<file path="config.mk">
export PLATFORM = sky130hd
export DESIGN_NAME = sonar_ranger_flat
export DESIGN_NICKNAME = d
export VERILOG_FILES = /design/src/rtl/sonar_ranger_if.sv /design/src/rtl/sonar_ranger.sv /design/src/flat_wrapper.sv
export SDC_FILE = /design/constraint.sdc
export NUM_CORES = 1
export LEC_CHECK = 0
export CORE_MARGIN = 5
export CORE_UTILIZATION = 25
export CTS_CLUSTER_DIAMETER = 80
export DETAILED_ROUTE_END_ITERATION = 6
export PLACE_DENSITY_LB_ADDON = 0.1
export SKIP_CTS_REPAIR_TIMING = 1
export SKIP_LAST_GASP = 1
export SYNTH_ARGS = -nofsm -noshare
export SYNTH_HDL_FRONTEND = slang
export SYNTH_SLANG_ARGS = --single-unit
export TNS_END_PERCENT = 50
</file>
<file path="constraint.sdc">
create_clock -name io_mainClk -period 4.68 [get_ports io_mainClk]
set_input_delay 0.702 -clock io_mainClk [delete_from_list [all_inputs] [get_ports io_mainClk]]
set_output_delay 0.702 -clock io_mainClk [all_outputs]
set_load 0.01 [all_outputs]
</file>
<file path="src/rtl/sonar_ranger_if.sv">
// Ranging request/result bundle between the GPIO side and sonar_ranger.
// The slave side is the ranger itself; the master side is its user.
interface sonar_ranger_if;
    logic        io_start;
    logic        io_continuous;
    logic        io_echo;
    logic        io_trigger;
    logic        io_busy;
    logic        io_done;
    logic [15:0] io_width_us;
    logic        io_timeout;

    modport slave (
        input  io_start,
        input  io_continuous,
        input  io_echo,
        output io_trigger,
        output io_busy,
        output io_done,
        output io_width_us,
        output io_timeout
    );

    modport master (
        output io_start,
        output io_continuous,
        output io_echo,
        input  io_trigger,
        input  io_busy,
        input  io_done,
        input  io_width_us,
        input  io_timeout
    );
endinterface

</file>
<file path="src/rtl/sonar_ranger.sv">
// Ultrasonic ranger sequencer: trigger pulse, echo wait, echo width in us,
// done pulse, hold-off, with single-shot and continuous modes.
module sonar_ranger #(
    parameter int CLK_FREQ_HZ = 12000000,
    parameter int TRIG_US     = 10,
    parameter int TIMEOUT_US  = 30000,
    parameter int HOLDOFF_US  = 60000
) (
    input  logic          io_mainClk,
    input  logic          io_resetn,
    sonar_ranger_if.slave bus
);

    localparam int CYC      = CLK_FREQ_HZ / 1000000;
    localparam int TRIG_CYC = TRIG_US * CYC;
    localparam int TO_CYC   = TIMEOUT_US * CYC;
    localparam int HO_CYC   = HOLDOFF_US * CYC;
    localparam int MAX_US   = (TRIG_US > TIMEOUT_US)
                            ? ((TRIG_US > HOLDOFF_US) ? TRIG_US : HOLDOFF_US)
                            : ((TIMEOUT_US > HOLDOFF_US) ? TIMEOUT_US : HOLDOFF_US);
    localparam int CW       = $clog2(MAX_US * CYC + 1);
    localparam int PW       = $clog2(CYC);

    localparam logic [CW-1:0] TRIG_END = CW'(TRIG_CYC - 1);
    localparam logic [CW-1:0] TO_END   = CW'(TO_CYC - 1);
    // Hold-off counts the done cycle too, giving one extra cycle before IDLE.
    localparam logic [CW-1:0] HO_END   = CW'(HO_CYC);
    localparam logic [PW-1:0] PRE_END  = PW'(CYC - 1);
    localparam logic [15:0]   TO_US    = 16'(TIMEOUT_US);

    localparam logic [2:0] S_IDLE    = 3'd0;
    localparam logic [2:0] S_TRIG    = 3'd1;
    localparam logic [2:0] S_WAIT    = 3'd2;
    localparam logic [2:0] S_MEASURE = 3'd3;
    localparam logic [2:0] S_HOLDOFF = 3'd4;

    logic [2:0]    state;
    logic [CW-1:0] cyc_cnt;
    logic [PW-1:0] pre_cnt;
    logic [15:0]   us_cnt;
    logic          echo_m;
    logic          echo_s;
    logic          echo_d;
    logic          done_r;
    logic [15:0]   width_r;
    logic          timeout_r;

    logic        rise;
    logic        fall;
    logic        wrap;
    logic [15:0] us_nxt;

    assign rise   = echo_s & ~echo_d;
    assign fall   = ~echo_s & echo_d;
    assign wrap   = (pre_cnt == PRE_END);
    assign us_nxt = us_cnt + {15'd0, wrap};

    assign bus.io_trigger  = (state == S_TRIG);
    assign bus.io_busy     = (state != S_IDLE);
    assign bus.io_done     = done_r;
    assign bus.io_width_us = width_r;
    assign bus.io_timeout  = timeout_r;

    always_ff @(posedge io_mainClk) begin
        if (!io_resetn) begin
            state     <= S_IDLE;
            cyc_cnt   <= '0;
            pre_cnt   <= '0;
            us_cnt    <= '0;
            echo_m    <= 1'b0;
            echo_s    <= 1'b0;
            echo_d    <= 1'b0;
            done_r    <= 1'b0;
            width_r   <= '0;
            timeout_r <= 1'b0;
        end else begin
            echo_m <= bus.io_echo;
            echo_s <= echo_m;
            echo_d <= echo_s;
            done_r <= 1'b0;
            case (state)
                S_IDLE: begin
                    if (bus.io_start | bus.io_continuous) begin
                        state   <= S_TRIG;
                        cyc_cnt <= '0;
                    end
                end
                S_TRIG: begin
                    if (cyc_cnt == TRIG_END) begin
                        state   <= S_WAIT;
                        cyc_cnt <= '0;
                    end else begin
                        cyc_cnt <= cyc_cnt + CW'(1);
                    end
                end
                S_WAIT: begin
                    if (rise) begin
                        state   <= S_MEASURE;
                        pre_cnt <= '0;
                        us_cnt  <= '0;
                    end else if (cyc_cnt == TO_END) begin
                        width_r   <= '0;
                        timeout_r <= 1'b1;
                        done_r    <= 1'b1;
                        state     <= S_HOLDOFF;
                        cyc_cnt   <= '0;
                    end else begin
                        cyc_cnt <= cyc_cnt + CW'(1);
                    end
                end
                S_MEASURE: begin
                    pre_cnt <= wrap ? '0 : pre_cnt + PW'(1);
                    us_cnt  <= us_nxt;
                    // A fall coinciding with the final wrap still counts as a clean echo.
                    if (fall) begin
                        width_r   <= us_nxt;
                        timeout_r <= 1'b0;
                        done_r    <= 1'b1;
                        state     <= S_HOLDOFF;
                        cyc_cnt   <= '0;
                    end else if (wrap && us_nxt == TO_US) begin
                        width_r   <= TO_US;
                        timeout_r <= 1'b1;
                        done_r    <= 1'b1;
                        state     <= S_HOLDOFF;
                        cyc_cnt   <= '0;
                    end
                end
                S_HOLDOFF: begin
                    if (cyc_cnt == HO_END) begin
                        state <= S_IDLE;
                    end else begin
                        cyc_cnt <= cyc_cnt + CW'(1);
                    end
                end
                default: state <= S_IDLE;
            endcase
        end
    end

endmodule

</file>
<file path="src/flat_wrapper.sv">
// flat-port wrapper written by rule: the top's interface ports become plain ports
module sonar_ranger_flat 
#(
    parameter int CLK_FREQ_HZ = 12000000,
    parameter int TRIG_US     = 10,
    parameter int TIMEOUT_US  = 30000,
    parameter int HOLDOFF_US  = 60000
)
  (io_mainClk, io_resetn, bus_io_start, bus_io_continuous, bus_io_echo, bus_io_trigger, bus_io_busy, bus_io_done, bus_io_width_us, bus_io_timeout);
  sonar_ranger_if bus_i ();
  input  logic io_mainClk;
  input  logic io_resetn;
  input wire logic [$bits(bus_i.io_start)-1:0] bus_io_start;
  input wire logic [$bits(bus_i.io_continuous)-1:0] bus_io_continuous;
  input wire logic [$bits(bus_i.io_echo)-1:0] bus_io_echo;
  output wire logic [$bits(bus_i.io_trigger)-1:0] bus_io_trigger;
  output wire logic [$bits(bus_i.io_busy)-1:0] bus_io_busy;
  output wire logic [$bits(bus_i.io_done)-1:0] bus_io_done;
  output wire logic [$bits(bus_i.io_width_us)-1:0] bus_io_width_us;
  output wire logic [$bits(bus_i.io_timeout)-1:0] bus_io_timeout;
  assign bus_i.io_start = bus_io_start;
  assign bus_i.io_continuous = bus_io_continuous;
  assign bus_i.io_echo = bus_io_echo;
  assign bus_io_trigger = bus_i.io_trigger;
  assign bus_io_busy = bus_i.io_busy;
  assign bus_io_done = bus_i.io_done;
  assign bus_io_width_us = bus_i.io_width_us;
  assign bus_io_timeout = bus_i.io_timeout;
  sonar_ranger #(.CLK_FREQ_HZ(CLK_FREQ_HZ), .TRIG_US(TRIG_US), .TIMEOUT_US(TIMEOUT_US), .HOLDOFF_US(HOLDOFF_US)) u_core (.io_mainClk(io_mainClk), .io_resetn(io_resetn), .bus(bus_i));
endmodule
</file>
# Yosys cells after proc, flatten, opt, wreduce, memory -nomap -nowiden
# Index checks and enable logic that the tools add are counted.
# classes
addsub	3
n_eq_ne	18
muxes	36
bitwise_logic	5
reduce_logical	9
# op_table
cell	count
two-way mux 20 bit	7
case mux 20 bit (5 select lines)	1
two-way mux 16 bit	5
case mux 16 bit (2 select lines)	2
two-way mux 3 bit	7
adder 20 x 1 -> 20 bit (second input constant)	1
equality test 20 x 19 -> 1 bit (second input constant)	1
equality test 20 bit (second input constant)	1
equality test 20 x 7 -> 1 bit (second input constant)	1
adder 16 x 1 -> 16 bit	1
equality test 16 x 15 -> 1 bit (second input constant)	1
case mux 3 bit (5 select lines)	1
!= test 2 x 1 -> 1 bit (second input constant)	5
AND reduction 5 bit	2
two-way mux 1 bit	8
two-way mux 4 bit	2
case mux 4 bit (2 select lines)	1
equality test 3 x 2 -> 1 bit (second input constant)	2
!= test 3 x 1 -> 1 bit (second input constant)	2
nonzero test 5 bit	1
adder 4 x 1 -> 4 bit (second input constant)	1
equality test 4 bit (second input constant)	1
!= test 2 bit (second input constant)	2
case mux 1 bit (2 select lines)	2
11 further kinds	13
# totals
reg_bits	64
input_bits	5
word_cells	81

# Longest topological paths before layout
# logic_depth
depth_word	7
mapped_depth	13

# Worst setup path before layout
# OpenSTA, ideal clock, no wires.
# synth_path
kind	register to register
from	register u_core.pre_cnt[0]
to	register u_core.width_r[0] (netlist: u_core.bus.io_width_us[0])
arrival_ps	2998
required_ps	4563
setup_slack_ps	1565
path_stages_with_launch	14
n_path_buf	2
period_less_slack_ps	3115
cell_sequence	dfxtp_1 -> ha_1 -> and3b_1 -> ha_1 -> ha_1 -> and3_1 -> buf_4 -> a21boi_0 -> o22ai_1 -> or4b_4 -> o211ai_2 -> a21oi_2 -> buf_6 -> a22o_1
# synth_between
elab_chain_len	6
word_cells_on_any_way	8
classes_between	1 x add/sub; 3 x eq/ne; 2 x mux; 2 x reduce/logical
# synth_rtl
element	line	text
start: declaration	sonar_ranger.sv:39	logic [PW-1:0] pre_cnt;
start signal: assignment	sonar_ranger.sv:112	pre_cnt <= wrap ? '0 : pre_cnt + PW'(1);
equality test 4 bit *	sonar_ranger.sv:55	assign wrap = (pre_cnt == PRE_END);
adder 16 x 1 -> 16 bit	sonar_ranger.sv:56	assign us_nxt = us_cnt + {15'd0, wrap};
equality test 16 x 15 -> 1 bit	sonar_ranger.sv:121	end else if (wrap && us_nxt == TO_US) begin
logical AND 1 bit	sonar_ranger.sv:121	
!= test 3 x 1 -> 1 bit (no line)	n/a	
AND reduction 4 bit (no line)	n/a	
end signal: assignment	sonar_ranger.sv:116	width_r <= us_nxt;
end: declaration	sonar_ranger.sv:45	logic [15:0] width_r;
# Mark *: on every way between the ends. The rest lies on a longest branch, timed or not.
# A chain may end at the register's enable or synchronous reset.

# Final worst setup path
# layout_path
from	register u_core.pre_cnt[0]
to	register u_core.cyc_cnt[10]
# layout_between
elab_chain_len	6
# layout_rtl
element	line	text
equality test 4 bit *	sonar_ranger.sv:55	
adder 16 x 1 -> 16 bit	sonar_ranger.sv:56	
equality test 16 x 15 -> 1 bit	sonar_ranger.sv:121	
logical AND 1 bit *	sonar_ranger.sv:121	
!= test 3 x 1 -> 1 bit (no line) *	n/a	
AND reduction 5 bit (no line) *	n/a	
end signal: assignment	sonar_ranger.sv:93	cyc_cnt <= cyc_cnt + CW'(1);
end signal: assignment	sonar_ranger.sv:108	cyc_cnt <= cyc_cnt + CW'(1);
end signal: assignment	sonar_ranger.sv:133	cyc_cnt <= cyc_cnt + CW'(1);
end: declaration	sonar_ranger.sv:38	logic [CW-1:0] cyc_cnt;
# Marked as above.

==> out/summary.txt <==
Max Freq: 0.281 GHz
number of global-route vias before repair: 2813
First DRT Iteration DRCs: 250
Hold/Removal Path Class: reg -> reg
io pins: 25
Pwr per Cell Area: 430 nW/um2
Clock Root Buffer: sky130_fd_sc_hd__clkbuf_16
total global routing track utilization: 11.8%
hold-critical path endpoint: u_core.echo_s
library cell contributing the largest single delay on the critical path: sky130_fd_sc_hd__or4b_4
Detailed Place HPWL: 6480 um
static leakage: 1.44 nW
chip height: 126 um
synthesized instance count: 417
setup TNS after final layout: 0 ps
routed length per instance: 15.1 um
kind of end point of the critical path: flop
clock latency at the later pin of the worst-skew pair: 330 ps
Cell Chain, Critical Path: ha_1 -> and3b_1 -> ha_1 -> ha_1 -> and3_1 -> nand4_1 -> xor2_1 -> or4b_4 -> o211a_1 -> o21ai_0 -> o21ai_0
netlist area before placement: 3370 um2
# clock sinks: 64
unrepaired setup endpoints after global routing: no
initial antenna violation count: 0
Fillers: 1412
Antenna diodes: 0
run status: finished clean
Layout Area Growth over Synthesis: 21.4%
antenna-violating nets left: 0
count of cells along the worst register-to-register path: 11
final setup violation count: 0
fraction of layout instances using a drive strength above 1: 6.90%
Period Utilization, post-route: 76.1%
required time worst endpoint: 4890 ps
transition time of the tightest slew-check pin: 1010 ps
nature of the critical path startpoint: flop
post-synthesis area per instance: 8.07 um2
via count normalized by instance count: 5.00
vias post-DR: 3052
site row count: 42
DRC violations left: 0
Data arrival, critical path: 3770 ps
gp weighted congestion: 0.749
number of flops mapped to enable cells by yosys: 0
number of distinct library cells after synthesis: 57
horizontal die dimension: 126 um
Die Footprint: 15900 um2
H-tree depth: 3
leftover overflow at the end of global routing: 0
Slew HR: 32.3%
# port buffers: 24
net count reported at finish: 440
net count of the mapped netlist: 427
critical path's most frequent cell: sky130_fd_sc_hd__ha_1
Final Hold Fails: 0
Inserted Clock Buffers: 9
share of async-settable or async-resettable flops after synthesis: 0%
Warnings, synthesis: 0
core area: 13200 um2
sequential element share of the synthesized area: 38.1%
flop-to-flop setup slack: 1120 ps
max-slew violation count: 0
hold path startpoint: u_core.echo_m
DRT Wirelength: 9250 um
Pre-Repair DR Iteration Count: 4
Hold Crit Depth: 1
Worst Path Class, Setup: reg -> reg
critical path's largest stage delay: 590 ps
worst supply voltage drop on vdd: 0.000169 V
final critical path time including I/O delays and setup: 3560 ps
clk slew on worst S/H paths: 60 ps
clk_skew: 6.16 ps
register bit total from synthesis: 64
Max FO, Critical Path: 17
maximum clock insertion buffer count: 2
worst flop-to-flop path endpoint: u_core.cyc_cnt[10]
maximum number of pins on one net before global-route repair: 24
Core Util, Final: 30.8%
total of max-cap violations: 0
TritonCTS clock tree: yes
starting density of the core: 25.4%
first-pass GRT wire length: 15200 um
dominant synthesized flop cell: sky130_fd_sc_hd__dfxtp_1
reg-to-reg startpoint: u_core.pre_cnt[0]
-- layout by cell type, fill, tap and decap left out, drive strengths merged, types with 4 or more instances in the layout --
cell,instances
a21oi,17
a22o,14
a22oi,6
and2,9
and3,9
and4,9
bufinv,4
clkbuf,9
clkdlybuf4s50,24
dfxtp,64
ha,5
inv,9
nand2,43
nand3,18
nand4,7
nor2,49
nor2b,6
nor3,12
nor3b,5
nor4,5
o21ai,40
o31ai,5
xnor2,7
xor2,6
-- cell usage after synthesis, types with 6 or more instances --
master / n / area, um2
sky130_fd_sc_hd__xnor2_1: 7 / 61.3
sky130_fd_sc_hd__a21oi_1: 16 / 80.1
sky130_fd_sc_hd__nand3_1: 18 / 90.1
sky130_fd_sc_hd__nand4_1: 7 / 43.8
sky130_fd_sc_hd__nor3_1: 12 / 60.1
sky130_fd_sc_hd__and2_1: 9 / 56.3
sky130_fd_sc_hd__nand2_1: 43 / 161
sky130_fd_sc_hd__nor2_1: 49 / 184
sky130_fd_sc_hd__inv_1: 9 / 33.8
sky130_fd_sc_hd__o21ai_1: 7 / 35.0
sky130_fd_sc_hd__xor2_1: 6 / 52.6
sky130_fd_sc_hd__a22o_1: 14 / 123
sky130_fd_sc_hd__o21ai_0: 33 / 165
sky130_fd_sc_hd__and4_1: 9 / 78.8
sky130_fd_sc_hd__a22oi_1: 6 / 45.0
sky130_fd_sc_hd__nor2b_1: 6 / 37.5
sky130_fd_sc_hd__and3_1: 9 / 56.3
sky130_fd_sc_hd__dfxtp_1: 64 / 1280
sky130_fd_sc_hd__clkbuf_1: 14 / 52.6
-- worst max path at each step --
stage | startpoint | end | slack [ps] | depth (start not counted)
after global routing | u_core.pre_cnt[0] | u_core.cyc_cnt[13] | 800 | 11
final | u_core.pre_cnt[0] | u_core.cyc_cnt[10] | 1120 | 11
after CTS | u_core.pre_cnt[0] | u_core.cyc_cnt[10] | 1120 | 11
after detailed placement | u_core.pre_cnt[0] | u_core.cyc_cnt[13] | 1150 | 11
after floorplan | u_core.pre_cnt[0] | u_core.bus.io_width_us[0] | 1560 | 13
after global placement | u_core.pre_cnt[0] | u_core.cyc_cnt[7] | 1240 | 11
-- sequential cells by signal, indices dropped and copies added, names as in the netlist --
signal / cells
u_core.cyc_cnt: 20
u_core.bus.io_width_us: 16
u_core.us_cnt: 16
u_core.pre_cnt: 4
u_core.state: 3
u_core.bus.io_done: 1
u_core.bus.io_timeout: 1
u_core.echo_d: 1
u_core.echo_m: 1
u_core.echo_s: 1
-- through the flow --
stage                     cell area, um2  std cells  total power [mW]  setup slack, ps  hold slack, ps
after floorplan                     3370        417             0.834             1560             412
final                               4090        611              1.76             1120             432
after global placement              3720        595             0.942             1240             422
after detailed placement            3720        595             0.938             1150             424
after CTS                           4090        611              1.78             1120             437
after global routing                4090        611              1.85              803             486
-- critical path: cells and delay by family (launching register included) --
family,cells,cell delay [ps]
and+or+nand+nor,4,1360
AOI/OAI and AO/OA,3,810
adders and majority gates,3,700
DFF,1,370
xor gates and xnor gates,1,200
-- routing by layer --
| layer | share of wire (%) | GRT usage, % | wire length [um] |
|---|---|---|---|
| met4 | 2.6 | 6.31 | 245 |
| met2 | 42 | 17.2 | 3890 |
| met1 | 51 | 16.6 | 4750 |
| met5 | 0 | 0 | 0 |
| met3 | 3.9 | 2.16 | 363 |
-- cell type report --
class,instances,area (um2),area share (%)
Clock buffer,9,225,5.51
Clock inverter,7,144,3.52
Inverter,9,33.8,0.827
Multi-Input combinational cell,319,1920,47.0
Sequential cell,64,1280,31.4
Tap cell,176,220,5.39
Timing Repair Buffer,27,263,6.43
-- report_power, final --
part	total [mW]	internal, mW	leakage [nW]	switching (mW)
registers	0.596	0.564	0.517	0.0325
clock network	0.831	0.575	0.172	0.256
logic	0.330	0.121	0.756	0.209
total	1.76	1.26	1.44	0.498
-- cell families after synthesis --
group	count (synthesis)	share of synthesized area, %
muxes	4	1.23
xor gates and xnor gates	13	3.38
adders and majority gates	5	1.86
DFF	64	38.1
buffers and inverters	34	4.94
AOI/OAI and AO/OA	110	22.0
and+or+nand+nor	187	28.5
Note: power is estimated with default switching activity, not from simulation.
